[config.mk]
export PLATFORM = sky130hd
export DESIGN_NAME = binary_decoder_2to4_flat
export DESIGN_NICKNAME = d
export VERILOG_FILES = /design/src/rtl/binary_decoder_2to4_if.sv /design/src/rtl/binary_decoder_2to4.sv /design/src/flat_wrapper.sv
export SDC_FILE = /design/constraint.sdc
export NUM_CORES = 1
export LEC_CHECK = 0
export ABC_AREA = 1
export CORE_AREA = 2 2 39 41
export CTS_BUF_LIST = sky130_fd_sc_hd__clkbuf_2 sky130_fd_sc_hd__clkbuf_4 sky130_fd_sc_hd__clkbuf_8
export CTS_CLUSTER_DIAMETER = 30
export DETAILED_ROUTE_END_ITERATION = 16
export DIE_AREA = 0 0 41 43
export GPL_TIMING_DRIVEN = 0
export SYNTH_ARGS = -nofsm -noshare
export SYNTH_HDL_FRONTEND = slang
export SYNTH_SLANG_ARGS = --single-unit
[constraint.sdc]
create_clock -name clk -period 0.8 [get_ports clk]
set_input_delay 0.2 -clock clk [delete_from_list [all_inputs] [get_ports clk]]
set_output_delay 0.2 -clock clk [all_outputs]
set_load 0.01 [all_outputs]
[src/rtl/binary_decoder_2to4_if.sv]
// Select/enable bundle for the binary-to-one-hot decoder: the controller drives sel/en,
// and the decoder returns the combinational strobes plus their registered copy.
interface binary_decoder_2to4_if #(
   parameter int N = 2
);
   logic [N-1:0]        sel;
   logic                en;
   logic [(1<<N)-1:0]   out;
   logic [(1<<N)-1:0]   out_q;
   logic                en_q;

   modport master (
      output sel,
      output en,
      input  out,
      input  out_q,
      input  en_q
   );

   modport slave (
      input  sel,
      input  en,
      output out,
      output out_q,
      output en_q
   );
endinterface

[src/rtl/binary_decoder_2to4.sv]
// N-bit binary-to-one-hot decoder with active-high enable, a combinational output
// and a one-cycle registered copy qualified by a registered enable flag.
module binary_decoder_2to4 #(
   parameter int N = 2
) (
   input  logic                    clk,
   input  logic                    rst,
   binary_decoder_2to4_if.slave    bus
);
   localparam int W = 1 << N;

   logic [W-1:0] dec_d;
   logic [W-1:0] dec_q;
   logic         en_d;
   logic         en_q;

   always_comb begin
      dec_d = '0;
      en_d  = bus.en;
      if (bus.en) begin
         dec_d[bus.sel] = 1'b1;
      end
   end

   // Registers update every cycle; reset clears them without waiting for an edge.
   always_ff @(posedge clk or posedge rst) begin
      if (rst) begin
         dec_q <= '0;
         en_q  <= 1'b0;
      end else begin
         dec_q <= dec_d;
         en_q  <= en_d;
      end
   end

   assign bus.out   = dec_d;
   assign bus.out_q = dec_q;
   assign bus.en_q  = en_q;
endmodule

[src/flat_wrapper.sv]
// flat-port wrapper written by rule: the top's interface ports become plain ports
module binary_decoder_2to4_flat 
#(
   parameter int N = 2
)
  (clk, rst, bus_sel, bus_en, bus_out, bus_out_q, bus_en_q);
  binary_decoder_2to4_if #(.N(N)) bus_i ();
  input  logic clk;
  input  logic rst;
  input wire logic [$bits(bus_i.sel)-1:0] bus_sel;
  input wire logic [$bits(bus_i.en)-1:0] bus_en;
  output wire logic [$bits(bus_i.out)-1:0] bus_out;
  output wire logic [$bits(bus_i.out_q)-1:0] bus_out_q;
  output wire logic [$bits(bus_i.en_q)-1:0] bus_en_q;
  assign bus_i.sel = bus_sel;
  assign bus_i.en = bus_en;
  assign bus_out = bus_i.out;
  assign bus_out_q = bus_i.out_q;
  assign bus_en_q = bus_i.en_q;
  binary_decoder_2to4 #(.N(N)) u_core (.clk(clk), .rst(rst), .bus(bus_i));
endmodule
==> impl_results.md <==
- CTS tree: built
- Layout fillers: ~160
- Syn Nets: 19
- Net Sw Power: 0.000163 W
- Crit-path slowest cell: dfrtp_1
- Largest cells by area after synthesis: dfrtp_1 79%, nor2_1 9.4%, inv_1 7.1%, nand2_1 4.7%
- Min Tclk post-route: 0.926 ns
- Most common cell in the netlist: dfrtp_1
- Slew Limit Fails: 0
- Drc violations: 0
- Router iterations before antenna repair: 1
- Final ANT Viol Nets: 0
- Lkg Pwr: 0.206 nW
- Initial antenna violation count: 0
- Clock Sink Count: 5
- First-pass GRT wire length: 669 um
- Leading area contributor after synthesis: dfrtp_1
- Die height: 43 um
- Placed Area: 309 um2
- Final std cells w/o fill: 49
- Starting density of the core: 11.5%
- Status: complete, but fails checks
- Share of cells above drive strength 1: roughly 80%
- # IOs: 14
- RSZ-0062 raised after global routing: true
- Failing checks: setup timing
- Logic pwr share: about 17%
- Total grt overflow: 0
- CP cell instances: buf_6
- Vias/cell: about 3.2
- Startpoint types: flip-flop
- Routability cong.: 0.526
- Number of synthesized flops with an enable pin: 0
- DR WL/cell: between 9 and 10 um
- Maximum number of pins on one net before global-route repair: 6
- CP bufs+invs: 1
- Cell Area, Synth: 159 um2
- Dpl cells: 43
- Register share of total power: 37.5%
- Syn avg cell area: 11.4 um2
- PwrDens: 1790 nW/um2
- Max_cap viols: 0
- Mapped Cells: 14
- CTS Buf Count: 3
- Core area: between 1000 and 1500 um2
- Dpl ws: -0.889 ns
- Ys Warns: 0
- FP Rows: 14
- Achievable Freq: 1080 MHz
- Seq/Total Area, Yosys: approximately four fifths
- Clock transition at the registers of the reported paths: 0.05 ns
- Pint: 0.000547 W
- PortBufs: 13
- Via Count: 158
- GRT Total Usage: 6.53%
- Antenna cell count: 0
- Vias in the first global route: 181
- Final Worst Setup Slack: -0.126 ns
- Worst endpoint required time: ~0.60 ns
- Library cells used by synthesis: 4
- HPWL after DPL: 303 um
- Final Power: 0.000711 W
- Post-synthesis async set-or-reset flop share: 100%
- Peak supply drop: between 300 and 400 uV
- Setup violators final: 7
- Bufs on Longest Clock Path: 2
- Most instantiated cells after synthesis: 5 x dfrtp_1, 4 x nor2_1, 3 x inv_1
- Worst-Margin Slew: 0.177 ns
- Nets: 39
- Max incr delay on CP: between 0.3 and 0.4 ns
- Primary FF master, synth: dfrtp_1
- Final Cycle Share: 116%
- Relative slew slack: 88.2%
- Seq cells post-synth: 5
- Clock share of power: 46.0%
- Multi-input gate area: about 68 um2
- Synth top area share: 78.7%
- Worst Path Class, Setup: flip-flop to primary output
- Worst Hold Class: primary input to flip-flop
- CP max FO: 1
- Synth-to-layout area growth: 150%
- Hold-fix buffers, CTS: 0
- Critical Path Sink Type: primary output
- Hold Violations, Final: 0
- Die area: 1760 um2
- CP delay by family, top: flip-flops
- Total wire length: 453 um
- Switching share of power: 23.0%
- Root buf cell: clkbuf_4
- Final Cell Area: roughly 400 um2
- Htree depth: 1
- Die X: between 40 and 50 um
- Seq. cell area: 125 um2
- Initial detailed-routing violation count: 0
- Crit path DAT: 0.73 ns
[routing by layer]
metal	global-route usage, %	vias up	share of wire (%)
met4	12.0	0	4.2
met5	0	-	0
met1	5.16	68	25
met3	1.57	2	13
met2	8.75	11	58
li1	-	77	-
[power by group through the flow]
stage               Sequential, W  Combinational (W)  Clock, W
global route             0.000267           0.000128  0.000354
CTS                      0.000266          0.0000824  0.000335
finish                   0.000266           0.000118  0.000327
detailed placement       0.000270          0.0000853         0
floorplan                0.000276          0.0000187         0
global placement         0.000270          0.0000840         0
[cell families (layout without fill, tap and decap cells)]
group                  Yosys count  in the layout  synth area share [%]
buffers and inverters            3             22                  7.09
flip-flops                       5              5                  78.7
AND/OR/NAND/NOR                  6              6                  14.2
[stage by stage]
stage	hold WS (ns)	util [%]	setup TNS, ns
2_1_floorplan	-0.0215	-	0
5_1_grt	0.0838	28.8	-0.796
6_report	0.0915	28.8	-0.614
3_5_place_dp	0.416	22.3	-5.38
4_1_cts	0.0747	23.0	-0.758
3_3_place_gp	0.407	22.3	-5.31
[sequential cells by signal, summed over array words and instances (netlist names)]
register	cells
u_core.bus.out_q	4
u_core.bus.en_q	1
[cells in the final DEF (no fill, tap or decap)]
cell and n:
buf_2 4, buf_6 7, clkbuf_4 4, nor2_4 4, buf_8 1, nand2_4 2
dfrtp_1 5, inv_1 1, buf_4 2, inv_4 2, clkdlybuf4s50_1 1
[layout make-up]
class,count,share of cell area [%]
repair buffers,15,34.9
inverters,3,4.09
multi-input cells,6,17.0
clock buffers,4,7.55
well taps,16,5.03
flip-flops and latches,5,31.4
[timing repair]
action,CTS,global route
endpoints found under the setup margin,9,9
pin swaps,5,4
resized for setup,61,13
buffers inserted,0,2
[worst paths after layout]
| kind | from | end | slack (ns) | cells past startpoint |
|---|---|---|---|---|
| max | u_core.bus.out_q[2] | bus_out_q[2] | -0.13 | 1 |
| min | bus_en | u_core.bus.en_q | 0.09 | 1 |
| max in group asynchronous | rst | u_core.bus.en_q | 0.48 | 2 |
| min in group asynchronous | rst | u_core.bus.out_q[3] | 0.15 | 2 |
No activity file was read; power rests on OpenSTA's default activity.
